--- src/rtl/udma_ethernet_rx_ring.sv ---
// RX frame packer and 4-slot descriptor ring sequencer for the uDMA Ethernet.
// Packs MAC bytes into little-endian words and commits good frames to the ring.
module udma_ethernet_rx_ring #(
    parameter int L2_AWIDTH_NOAL = 12,
    parameter int TRANS_SIZE     = 16,
    parameter int MAX_BYTES      = 1536
) (
    input  logic                      clk_i,
    input  logic                      rst_i,
    input  logic                      en_i,
    input  logic [L2_AWIDTH_NOAL-1:0] startaddr0_i,
    input  logic [L2_AWIDTH_NOAL-1:0] startaddr1_i,
    input  logic [L2_AWIDTH_NOAL-1:0] startaddr2_i,
    input  logic [L2_AWIDTH_NOAL-1:0] startaddr3_i,
    input  logic [3:0]                desc_busy_i,
    input  logic [7:0]                rx_data_i,
    input  logic                      rx_valid_i,
    input  logic                      rx_last_i,
    input  logic                      rx_err_i,
    output logic                      rx_ready_o,
    output logic [31:0]               data_o,
    output logic [L2_AWIDTH_NOAL-1:0] addr_o,
    output logic                      data_valid_o,
    input  logic                      data_ready_i,
    output logic [1:0]                rx_pointer_o,
    output logic [TRANS_SIZE-1:0]     rx_size_o,
    output logic                      frame_irq_o,
    output logic                      drop_o,
    output logic                      trunc_o
);

    localparam logic [TRANS_SIZE-1:0] MaxCnt = TRANS_SIZE'(MAX_BYTES);

    typedef enum logic [2:0] {
        IDLE,
        RECV,
        DROP,
        DROP_END,
        FLUSH,
        COMMIT
    } state_t;

    state_t state_q, state_d;

    logic [1:0]                slot_q;
    logic [1:0]                slot_nxt;
    logic [1:0]                cur_slot;
    logic [TRANS_SIZE-1:0]     cnt_q;
    logic [31:0]               wbuf_q;
    logic [31:0]               wnext;
    logic                      trunc_q;
    logic                      acc;
    logic                      start_ok;
    logic                      store;
    logic                      emit;
    logic [1:0]                lane;
    logic [L2_AWIDTH_NOAL-1:0] base;
    logic [L2_AWIDTH_NOAL-1:0] off;

    assign slot_nxt = rx_pointer_o + 2'd1;
    // The first byte is handled in IDLE, before slot_q has been captured.
    assign cur_slot = (state_q == IDLE) ? slot_nxt : slot_q;
    assign start_ok = en_i & ~desc_busy_i[slot_nxt];

    assign rx_ready_o = ((state_q == IDLE) | (state_q == RECV) | (state_q == DROP))
                      & ~(data_valid_o & ~data_ready_i);
    assign acc = rx_valid_i & rx_ready_o;

    assign store = acc & (((state_q == RECV) & (cnt_q < MaxCnt))
                        | ((state_q == IDLE) & start_ok));
    assign lane  = cnt_q[1:0];
    assign emit  = store & ((lane == 2'd3) | rx_last_i);
    assign off   = L2_AWIDTH_NOAL'({cnt_q[TRANS_SIZE-1:2], 2'b00});

    always_comb begin
        base = startaddr0_i;
        unique case (cur_slot)
            2'd0: base = startaddr0_i;
            2'd1: base = startaddr1_i;
            2'd2: base = startaddr2_i;
            2'd3: base = startaddr3_i;
            default: base = startaddr0_i;
        endcase
    end

    // Lane 0 starts a fresh word so unused upper bytes read as zero.
    always_comb begin
        wnext = (lane == 2'd0) ? 32'h0 : wbuf_q;
        wnext[{lane, 3'b000} +: 8] = rx_data_i;
    end

    always_ff @(posedge clk_i) begin
        if (rst_i) state_q <= IDLE;
        else       state_q <= state_d;
    end

    always_comb begin
        state_d = state_q;
        unique case (state_q)
            IDLE: begin
                if (acc) begin
                    if (start_ok)
                        state_d = rx_last_i ? (rx_err_i ? DROP_END : FLUSH) : RECV;
                    else
                        state_d = rx_last_i ? DROP_END : DROP;
                end
            end
            RECV: begin
                if (acc && rx_last_i)
                    state_d = rx_err_i ? DROP_END : FLUSH;
            end
            DROP: begin
                if (acc && rx_last_i) state_d = DROP_END;
            end
            DROP_END: state_d = IDLE;
            FLUSH: begin
                if (!data_valid_o || data_ready_i) state_d = COMMIT;
            end
            COMMIT: state_d = IDLE;
            default: state_d = IDLE;
        endcase
    end

    always_ff @(posedge clk_i) begin
        if (rst_i) begin
            slot_q       <= 2'd0;
            cnt_q        <= '0;
            wbuf_q       <= '0;
            trunc_q      <= 1'b0;
            data_o       <= '0;
            addr_o       <= '0;
            data_valid_o <= 1'b0;
            rx_pointer_o <= 2'b11;
            rx_size_o    <= '0;
            frame_irq_o  <= 1'b0;
            drop_o       <= 1'b0;
            trunc_o      <= 1'b0;
        end else begin
            frame_irq_o <= 1'b0;
            drop_o      <= 1'b0;
            trunc_o     <= 1'b0;
            if (state_q == IDLE && acc) slot_q <= slot_nxt;
            if (data_valid_o && data_ready_i) data_valid_o <= 1'b0;
            if (store) begin
                cnt_q  <= cnt_q + 1'b1;
                wbuf_q <= wnext;
            end
            if (emit) begin
                data_o       <= wnext;
                addr_o       <= base + off;
                data_valid_o <= 1'b1;
            end
            if (acc && state_q == RECV && !store) trunc_q <= 1'b1;
            if (state_q == DROP_END) begin
                drop_o  <= 1'b1;
                cnt_q   <= '0;
                trunc_q <= 1'b0;
            end
            if (state_q == COMMIT) begin
                rx_pointer_o <= slot_q;
                rx_size_o    <= cnt_q;
                frame_irq_o  <= 1'b1;
                trunc_o      <= trunc_q;
                cnt_q        <= '0;
                trunc_q      <= 1'b0;
            end
        end
    end

endmodule

--- config.mk ---
export PLATFORM = sky130hd
export DESIGN_NAME = udma_ethernet_rx_ring
export DESIGN_NICKNAME = d
export VERILOG_FILES = /design/src/rtl/udma_ethernet_rx_ring.sv
export SDC_FILE = /design/constraint.sdc
export NUM_CORES = 1
export LEC_CHECK = 0
export BUFFER_PORTS_ARGS = -buffer_cell sky130_fd_sc_hd__buf_4
export CORE_MARGIN = 2
export CORE_UTILIZATION = 48
export CTS_CLUSTER_DIAMETER = 120
export DETAILED_ROUTE_END_ITERATION = 7
export PLACE_DENSITY_LB_ADDON = 0.2
export SYNTH_ARGS = -nofsm -noshare
export SYNTH_HDL_FRONTEND = slang
export SYNTH_SLANG_ARGS = --single-unit
--- constraint.sdc ---
create_clock -name clk_i -period 3.7 [get_ports clk_i]
set_input_delay 0.555 -clock clk_i [delete_from_list [all_inputs] [get_ports clk_i]]
set_output_delay 0.555 -clock clk_i [all_outputs]
set_load 0.01 [all_outputs]
==> flow_metrics.env, run 1 <==
export IMPL_post_route_period_util_pct=96.31
export IMPL_synthArstFlopShare_pct=0
export IMPL_wl_per_cell_um=16.39
export IMPL_finalPower_mw=3.482
export IMPL_io_buffers=133
export IMPL_ys_top_cells_by_count="120 x dfxtp_1, 103 x nor2_1, 68 x a211oi_1"
export IMPL_clock_fmax_ghz=0.2806
export IMPL_area_growth_pct=30.59
export IMPL_syn_nets=665
export IMPL_cp_start_kind="flip-flop"
export IMPL_hold_path_startpoint="addr_o[0]$_SDFFE_PP0P_"
export IMPL_setup_viol=0
export IMPL_ant_nets=0
export IMPL_n_antenna_cell=0
export IMPL_gp_congestion=0.8849
export IMPL_synth_most_common_cell="dfxtp_1"
export IMPL_pre_cts_ws_ns=0.09192
export IMPL_drive_gt1_share_pct=27.39
export IMPL_met1Wirelength_um=6245
export IMPL_worst_slack_ns=0.1367
export IMPL_cts_made_buffers=17
export IMPL_slew_headroom_pct=24.86
export IMPL_grt_pass1_vias=4641
export IMPL_syn_inst=582
export IMPL_cellLeakagePower_nw=2.913
export IMPL_ys_seq_elements=120
export IMPL_fin_skew_ns=0.004994
export IMPL_rows=39
export IMPL_hpwl_um=10100
export IMPL_core_area_um2=11320
export IMPL_crit_path_end_kind="flip-flop"
export IMPL_die_w_um=111.2
export IMPL_setup_tns_ns=0
export IMPL_seq_area_frac_synth_pct=43.58
export IMPL_hold_viol_final=0
export IMPL_syn_mean_instance_area_um2=9.472
export IMPL_num_vias=4851
export IMPL_slew_violations=0
export IMPL_antenna_found_initial=0
export IMPL_dr_wl_met2_um=6810
export IMPL_first_pass_iters=5
export IMPL_drtIter0Drc=348
export IMPL_dieArea_um2=12360
export IMPL_worst_pin_slew_ns=1.121
export IMPL_clock_latency_ns=0.41
export IMPL_critical_path_class="flip-flop to flip-flop"
export IMPL_clkTransAtPathRegs_ns=0.05
export IMPL_highest_layer="met4"
export IMPL_worstPathRequired_ns=4.02
export IMPL_postRouteWirelength_um=14190
export IMPL_drt_drc_violations_left=0
export IMPL_overflow=0
export IMPL_synth_edf_count=0
export IMPL_pwr_density_cell_nw_per_um2=483.7
export IMPL_place_area_um2=6589
export IMPL_grt_first_pass_wirelength_um=22850
export IMPL_h_tree_depth=4
export IMPL_critPathMaxFanout=10
export IMPL_synth_top_cell_area_share_pct=43.58
export IMPL_viasPerCell=5.602
export IMPL_die_h_um=111.2
export IMPL_synthTopCellsByArea="dfxtp_1 44%, a211oi_1 9.3%, nor2_1 7.0%"
export IMPL_status="finished clean"
export IMPL_grt_max_degree=86
export IMPL_rsz0062_at_grt="no"
export IMPL_nNetsFinal=793
export IMPL_netlist_area_um2=5513
export IMPL_root_buffer="clkbuf_16"
export IMPL_clock_path_buffers=2
export IMPL_min_period_ns=3.563
export IMPL_synth_warnings=0
export IMPL_maxCapViolCount=0
export IMPL_worst_r2r_startpoint="state_q[2]$_SDFFE_PP0P_"
export IMPL_ctsHoldBuffers=0
export IMPL_synth_cell_types=54
export IMPL_pin_count=134
export IMPL_peakVddDrop_v=0.0003426
export IMPL_synth_top_flop_cell="dfxtp_1"
export IMPL_final_area_um2=7199
export IMPL_yosysTopAreaCell="dfxtp_1"
export IMPL_critPathLaunch="state_q[2]$_SDFFE_PP0P_"
export IMPL_route_met3_wl_um=868
export IMPL_clock_sinks=120
export IMPL_start_util_pct=48.70
export IMPL_critPathArrivalTime_ns=3.88
export IMPL_grtUsageTotal_pct=22.88
export IMPL_cts_tree="yes"
export IMPL_min_path_type="flip-flop to flip-flop"
-- path summary, 6_finish.rpt --
kind | end | slack [ns] | cells after the start
worst min-delay path | addr_o[0]$_SDFFE_PP0P_ | 0.45 | 2
worst max-delay path | addr_o[10]$_SDFFE_PP0P_ | 0.14 | 12
worst max register to register | addr_o[10]$_SDFFE_PP0P_ | 0.14 | 12
worst min register to register | addr_o[0]$_SDFFE_PP0P_ | 0.45 | 2
-- per-stage QoR --
step / std cells / hold WS, ns / utilization, %
global placement: 828 / 0.4485 / 58.20
finish: 866 / 0.4550 / 63.59
floorplan: 582 / 0.4305 / -
CTS: 860 / 0.4448 / 63.13
global route: 866 / 0.4744 / 63.59
detailed placement: 828 / 0.4498 / 58.20
-- power breakdown --
group          switching [mW]  internal [mW]
logic                   0.273          0.240
registers              0.0430           1.37
clock network           0.557           1.00
-- metal layers --
metal,global-route usage [%],up-vias
met2,38.37,178
met4,8.477,0
met5,0,-
li1,-,2404
met1,28.81,2243
met3,5.249,26
-- state kept, by name (all words and copies together) (netlist names), 2 cells and up --
| register | flops |
|---|---|
| rx_pointer_o | 2 |
| data_o | 32 |
| state_q | 3 |
| rx_size_o | 16 |
| addr_o | 12 |
| slot_q | 2 |
| wbuf_q | 32 |
| cnt_q | 16 |
-- cells by family (layout without fill, tap and decap cells) --
kind of cell / count (synthesis) / after routing / share of synthesized area (%)
adder cells (fa/ha/maj): 16 / 16 / 3.768
AND/OR/NAND/NOR: 187 / 187 / 15.48
multiplexers: 19 / 19 / 6.900
flip-flops: 120 / 120 / 43.58
XOR/XNOR: 23 / 23 / 3.654
buffers and inverters: 54 / 195 / 5.175
AO/OA/AOI/OAI: 163 / 163 / 21.45
-- critical path: stages (launching register included) --
cell and delay (ns):
dfxtp_1 0.31, or3_1 0.43, mux2i_2 0.27, buf_12 0.17, mux4_2 0.50, ha_1 0.24
fa_2 0.38, a21oi_2 0.18, o21ai_0 0.12, a2111oi_1 0.43, nor3_1 0.13, xnor2_1 0.14
o31ai_1 0.18
-- layout make-up --
type	count	area, µm²
flip-flops and latches	120	2402
repair buffers	153	1174
multi-input cells	408	2849
fillers	965	4121
well taps	143	178.9
clock inverters	9	100.1
clock buffers	23	457.9
inverters	10	37.54
-- placed cells by master, fill, tap and decap left out, types with 7 or more instances in the layout --
cell / n
buf_4: 151
dfxtp_1: 120
nor2_1: 103
a211oi_1: 68
a22oi_1: 33
nand2_1: 31
a21oi_1: 21
clkbuf_16: 17
a22o_1: 16
ha_1: 15
xor2_1: 13
inv_1: 10
xnor2_1: 10
nand3_1: 9
o21ai_0: 8
nand4_1: 7
-- timing repair --
| action | 4_1_cts | 5_1_grt |
|---|---|---|
| gates resized for setup | 0 | 3 |
| setup buffers | 0 | 6 |
| endpoints found under the setup margin | 0 | 1 |
Power figures use the tool's default switching activity.
==> run 2, diff against run 1 <==
--- a/config.mk
+++ b/config.mk
@@ -7,7 +7,7 @@
 export LEC_CHECK = 0
 export BUFFER_PORTS_ARGS = -buffer_cell sky130_fd_sc_hd__buf_4
 export CORE_MARGIN = 2
-export CORE_UTILIZATION = 48
+export CORE_UTILIZATION = 58
 export CTS_CLUSTER_DIAMETER = 120
 export DETAILED_ROUTE_END_ITERATION = 7
 export PLACE_DENSITY_LB_ADDON = 0.2
==> constraint.sdc (replaced) <==
create_clock -name clk_i -period 4.4 [get_ports clk_i]
set_input_delay 0.66 -clock clk_i [delete_from_list [all_inputs] [get_ports clk_i]]
set_output_delay 0.66 -clock clk_i [all_outputs]
set_load 0.01 [all_outputs]
==> run 2 against run 1 <==
  * First-iteration DRC count is 24% lower
  * Critical endpoint unchanged
  * Critical path depth is 1 lower
  * Design area is 1.2% lower
  * Worst setup slack better by 0.23 ns
  * Cell count is 3.1% lower
  * Combinational power is 20% lower
  * Sequential cell count stayed put
  * Fmax is 12% lower
==> flow_metrics.env, run 2 (same netlist as run 1, synthesis figures left out) <==
export IMPL_min_period_ns=4.031
export IMPL_cts_tree="yes"
export IMPL_worstPathRequired_ns=4.83
export IMPL_viasPerCell=5.931
export IMPL_nFillCells=590
export IMPL_path_cells="or3_1 -> mux2i_2 -> mux4_2 -> ha_1 -> fa_1 -> a21oi_1 -> o21ai_0 -> a2111oi_0 -> nor3_1 -> xnor2_1 -> o31ai_1"
export IMPL_rsz0062_at_grt="no"
export IMPL_r2r_slack_ns=0.37
export IMPL_cp_start_kind="flip-flop"
export IMPL_postCtsSetupRepairBufs=0
export IMPL_setup_tns_ns=0
export IMPL_clkTransAtPathRegs_ns=0.06
export IMPL_slowest_delay_ns=0.62
export IMPL_slew_headroom_pct=20.27
export IMPL_first_pass_iters=5
export IMPL_cts_made_buffers=17
export IMPL_min_path_type="primary input to flip-flop"
export IMPL_grt_max_degree=86
export IMPL_postRouteWirelength_um=14040
export IMPL_stdcell_count=839
export IMPL_worst_pin_slew_ns=1.188
export IMPL_fin_skew_ns=0.007717
export IMPL_gp_congestion=0.9182
export IMPL_drt_drc_violations_left=0
export IMPL_setup_viol=0
export IMPL_ctsHoldBuffers=0
export IMPL_finalPower_mw=3.014
export IMPL_rows=35
export IMPL_place_area_um2=6506
export IMPL_final_area_um2=7113
export IMPL_antenna_found_initial=0
export IMPL_dieArea_um2=10300
export IMPL_top_regs="data_o (32), wbuf_q (32)"
export IMPL_path_delay_family="multiplexers"
export IMPL_peakVddDrop_v=0.0002924
export IMPL_grt_first_pass_wirelength_um=22430
export IMPL_grt_pass1_vias=4622
export IMPL_critPathArrivalTime_ns=4.47
export IMPL_clock_sinks=120
export IMPL_num_vias=4976
export IMPL_crit_path_end_kind="flip-flop"
export IMPL_worst_slack_ns=0.3691
export IMPL_clock_path_buffers=2
export IMPL_status="finished clean"
export IMPL_slew_violations=0
export IMPL_clock_latency_ns=0.53
export IMPL_area_growth_pct=29.03
export IMPL_critical_path_class="flip-flop to flip-flop"
export IMPL_die_h_um=101.5
export IMPL_path_buf_inv=0
export IMPL_final_common_cell="buf_4"
export IMPL_dp_cells=807
export IMPL_clock_fmax_ghz=0.2481
export IMPL_final_cell_mix="139 x buf_4, 120 x dfxtp_1, 103 x nor2_1"
export IMPL_hpwl_um=9466
export IMPL_root_buffer="clkbuf_8"
export IMPL_drtIter0Drc=265
export IMPL_pin_count=134
export IMPL_pre_cts_ws_ns=0.4387
export IMPL_critPathMaxFanout=15
export IMPL_pwr_density_cell_nw_per_um2=423.8
export IMPL_ctsResizeCount=0
export IMPL_drive_gt1_share_pct=26.48
export IMPL_die_w_um=101.5
export IMPL_n_antenna_cell=0
export IMPL_ant_nets=0
export IMPL_start_util_pct=59.66
export IMPL_overflow=0
export IMPL_hold_viol_final=0
export IMPL_io_buffers=133
export IMPL_core_area_um2=9240
export IMPL_maxCapViolCount=0
export IMPL_cp_slowest_cell="dfxtp_1"
export IMPL_post_route_period_util_pct=91.61
export IMPL_grtUsageTotal_pct=27.73
export IMPL_wl_per_cell_um=16.73
export IMPL_cellLeakagePower_nw=2.871
export IMPL_h_tree_depth=4
export IMPL_holdWs_ns=0.4475
export IMPL_nNetsFinal=780
export IMPL_utilization_pct=76.98
==> run 2: cell count changes in the layout (fill, tap and decap cells not counted), sizes merged <==
cell and delta:
clkinv +1, buf -13, bufinv +1, clkbuf -6, clkinvlp -1, inv +5
==> run 2: worst reg2reg max path: cells and delay by family, from the launching register on <==
family | cells | cell delay [ns]
xor gates and xnor gates | 1 | 0.15
DFF | 1 | 0.62
muxes | 2 | 1.04
and+or+nand+nor | 2 | 0.51
adders and majority gates | 2 | 0.67
AOI/OAI and AO/OA | 4 | 0.96
==> run 2: routing by layer <==
| layer | wire, µm | vias to the layer above | global-route usage, % |
|---|---|---|---|
| li1 | - | 2386 | - |
| met1 | 5938 | 2343 | 35.20 |
| met2 | 6829 | 205 | 46.05 |
| met3 | 913 | 42 | 6.556 |
| met4 | 354 | 0 | 10.50 |
| met5 | 0 | - | 0 |
==> run 2: final timing paths <==
check,start,cells past startpoint,to
min,rx_err_i,4,state_q[2]$_SDFFE_PP0P_
min reg2reg,addr_o[5]$_SDFFE_PP0P_,2,addr_o[5]$_SDFFE_PP0P_
max,state_q[1]$_SDFFE_PP0P_,11,addr_o[10]$_SDFFE_PP0P_
max reg2reg,state_q[1]$_SDFFE_PP0P_,11,addr_o[10]$_SDFFE_PP0P_
==> run 2: report_power, final <==
group | switching (mW) | internal (mW)
combinational | 0.223 | 0.185
clock | 0.536 | 0.876
sequential | 0.0445 | 1.15
==> run 2: final cells by class <==
class	instances	area (µm²)	area share [%]
Clock inverter	15	192.7	2.709
Sequential cell	120	2402	33.77
Multi-Input combinational cell	408	2841	39.95
Tap cell	129	161.4	2.269
Inverter	10	37.54	0.5277
Clock buffer	17	414.1	5.822
Timing Repair Buffer	140	1064	14.95
==> run 3, diff against run 2 <==
--- a/config.mk
+++ b/config.mk
@@ -6,11 +6,13 @@
 export NUM_CORES = 1
 export LEC_CHECK = 0
 export BUFFER_PORTS_ARGS = -buffer_cell sky130_fd_sc_hd__buf_4
+export CORE_ASPECT_RATIO = 1.2
 export CORE_MARGIN = 2
 export CORE_UTILIZATION = 58
 export CTS_CLUSTER_DIAMETER = 120
 export DETAILED_ROUTE_END_ITERATION = 7
 export PLACE_DENSITY_LB_ADDON = 0.2
+export SKIP_CTS_REPAIR_TIMING = 1
 export SYNTH_ARGS = -nofsm -noshare
 export SYNTH_HDL_FRONTEND = slang
 export SYNTH_SLANG_ARGS = --single-unit
==> run 3 against run 2 <==
  * Cell count down 0.95%
  * Wire length down 1.4%
  * Clock skew down 0.00091 ns
  * Sequential power about the same
  * Worst setup slack better by 0.036 ns
  * Critical path type unchanged
==> flow_metrics.env, run 3 (same netlist as run 1, synthesis figures left out) <==
export IMPL_antenna_found_initial=0
export IMPL_final_common_cell="buf_4"
export IMPL_dieArea_um2=10300
export IMPL_wl_per_cell_um=16.65
export IMPL_holdPathEnd="addr_o[5]$_SDFFE_PP0P_"
export IMPL_final_cell_mix="138 x buf_4, 120 x dfxtp_1, 103 x nor2_1"
export IMPL_fin_skew_ns=0.006809
export IMPL_worstRegToRegCells=11
export IMPL_cts_tree="yes"
export IMPL_place_area_um2=6491
export IMPL_top_regs="data_o (32), wbuf_q (32)"
export IMPL_clkTransAtPathRegs_ns=0.05
export IMPL_cp_start_kind="flip-flop"
export IMPL_worst_pin_slew_ns=1.241
export IMPL_num_vias=4910
export IMPL_holdPathStages=2
export IMPL_clock_fmax_ghz=0.2503
export IMPL_worst_r2r_startpoint="state_q[1]$_SDFFE_PP0P_"
export IMPL_dp_cells=800
export IMPL_crit_path_end_kind="flip-flop"
export IMPL_pin_count=134
export IMPL_ant_nets=0
export IMPL_nFillCells=662
export IMPL_status="finished clean"
export IMPL_final_area_um2=7102
export IMPL_setup_viol=0
export IMPL_critPathArrivalTime_ns=4.31
export IMPL_drt_drc_violations_left=0
export IMPL_grt_pass1_vias=4807
export IMPL_h_tree_depth=4
export IMPL_setup_tns_ns=0
export IMPL_critical_path_class="flip-flop to flip-flop"
export IMPL_cts_made_buffers=17
export IMPL_stdcell_count=831
export IMPL_post_route_period_util_pct=90.79
export IMPL_clock_latency_ns=0.41
export IMPL_nNetsFinal=779
export IMPL_die_h_um=110.8
export IMPL_hold_viol_final=0
export IMPL_hpwl_um=9710
export IMPL_rsz0062_at_grt="no"
export IMPL_min_path_type="flip-flop to flip-flop"
export IMPL_root_buffer="clkbuf_16"
export IMPL_clock_sinks=120
export IMPL_core_area_um2=9369
export IMPL_n_antenna_cell=0
export IMPL_critPathMaxFanout=15
export IMPL_rows=39
export IMPL_worstPathRequired_ns=4.72
export IMPL_first_pass_iters=5
export IMPL_grt_max_degree=86
export IMPL_grtUsageTotal_pct=27.49
export IMPL_min_period_ns=3.995
export IMPL_maxCapViolCount=0
export IMPL_hold_path_startpoint="addr_o[5]$_SDFFE_PP0P_"
export IMPL_holdWs_ns=0.4566
export IMPL_postRouteWirelength_um=13830
export IMPL_io_buffers=133
export IMPL_overflow=0
export IMPL_drtIter0Drc=190
export IMPL_viasPerCell=5.909
export IMPL_regToRegEndpoint="addr_o[10]$_SDFFE_PP0P_"
export IMPL_grt_first_pass_wirelength_um=22580
export IMPL_pwr_density_cell_nw_per_um2=425.3
export IMPL_peakVddDrop_v=0.0002685
export IMPL_drive_gt1_share_pct=25.99
export IMPL_slew_headroom_pct=16.14
export IMPL_die_w_um=93
export IMPL_r2r_slack_ns=0.41
export IMPL_slew_violations=0
export IMPL_utilization_pct=75.80
export IMPL_clock_path_buffers=2
export IMPL_gp_congestion=0.8404
export IMPL_cellLeakagePower_nw=2.877
export IMPL_start_util_pct=58.84
export IMPL_area_growth_pct=28.82
==> run 3: cell count changes in the layout (fill, tap and decap cells not counted), sizes merged <==
cell | previous run | this run
inv | 15 | 10
clkbuf | 17 | 21
buf | 140 | 139
bufinv | 3 | 4
clkinvlp | 1 | 0
==> run 3: power by group <==
| group | total [mW] | switching, mW | internal, mW |
|---|---|---|---|
| clock | 1.42 | 0.456 | 0.967 |
| sequential | 1.20 | 0.0444 | 1.15 |
| combinational | 0.402 | 0.216 | 0.186 |
| total | 3.02 | 0.717 | 2.30 |
==> run 3: how the worst max path moves through the flow <==
| stage | from | to | slack [ns] | cells after the start |
|---|---|---|---|---|
| final | state_q[1]$_SDFFE_PP0P_ | addr_o[10]$_SDFFE_PP0P_ | 0.41 | 11 |
| after floorplan | state_q[2]$_SDFFE_PP0P_ | addr_o[10]$_SDFFE_PP0P_ | 0.74 | 14 |
| after global routing | state_q[1]$_SDFFE_PP0P_ | addr_o[10]$_SDFFE_PP0P_ | 0.04 | 11 |
| after detailed placement | state_q[1]$_SDFFE_PP0P_ | addr_o[10]$_SDFFE_PP0P_ | 0.43 | 11 |
| after CTS | state_q[1]$_SDFFE_PP0P_ | addr_o[10]$_SDFFE_PP0P_ | 0.40 | 11 |
| after global placement | state_q[1]$_SDFFE_PP0P_ | addr_o[10]$_SDFFE_PP0P_ | 0.56 | 11 |
==> run 3: area by class of cell <==
class	instances	area [µm²]	share of cell area (%)
Multi-Input combinational cell	408	2841	40.01
Sequential cell	120	2402	33.83
Timing Repair Buffer	139	1056	14.87
Clock buffer	21	460.4	6.483
Tap cell	123	153.9	2.167
Clock inverter	10	150.1	2.114
Inverter	10	37.54	0.5285
==> run 3: worst max-delay path: stages, from the launching register on <==
cell and delay [ns]:
dfxtp_1 0.62, or3_1 0.38, mux2i_2 0.53, mux4_2 0.57, ha_1 0.24, fa_1 0.40, a21oi_1 0.21, o21ai_0 0.13
a2111oi_0 0.39, nor3_1 0.13, xnor2_1 0.14, o31ai_1 0.17
==> run 3: metal layers <==
metal	track usage [%]	wire length (µm)
met2	47.49	7198
met4	12.75	461
met5	0	0
met1	31.40	5366
met3	7.138	806
==> run 3: per-stage QoR <==
step	total power, mW	worst slack (ns)
CTS	3.035	0.4025
finish	3.020	0.4051
global placement	1.599	0.5563
global route	3.141	0.04463
floorplan	1.480	0.7372
detailed placement	1.614	0.4316
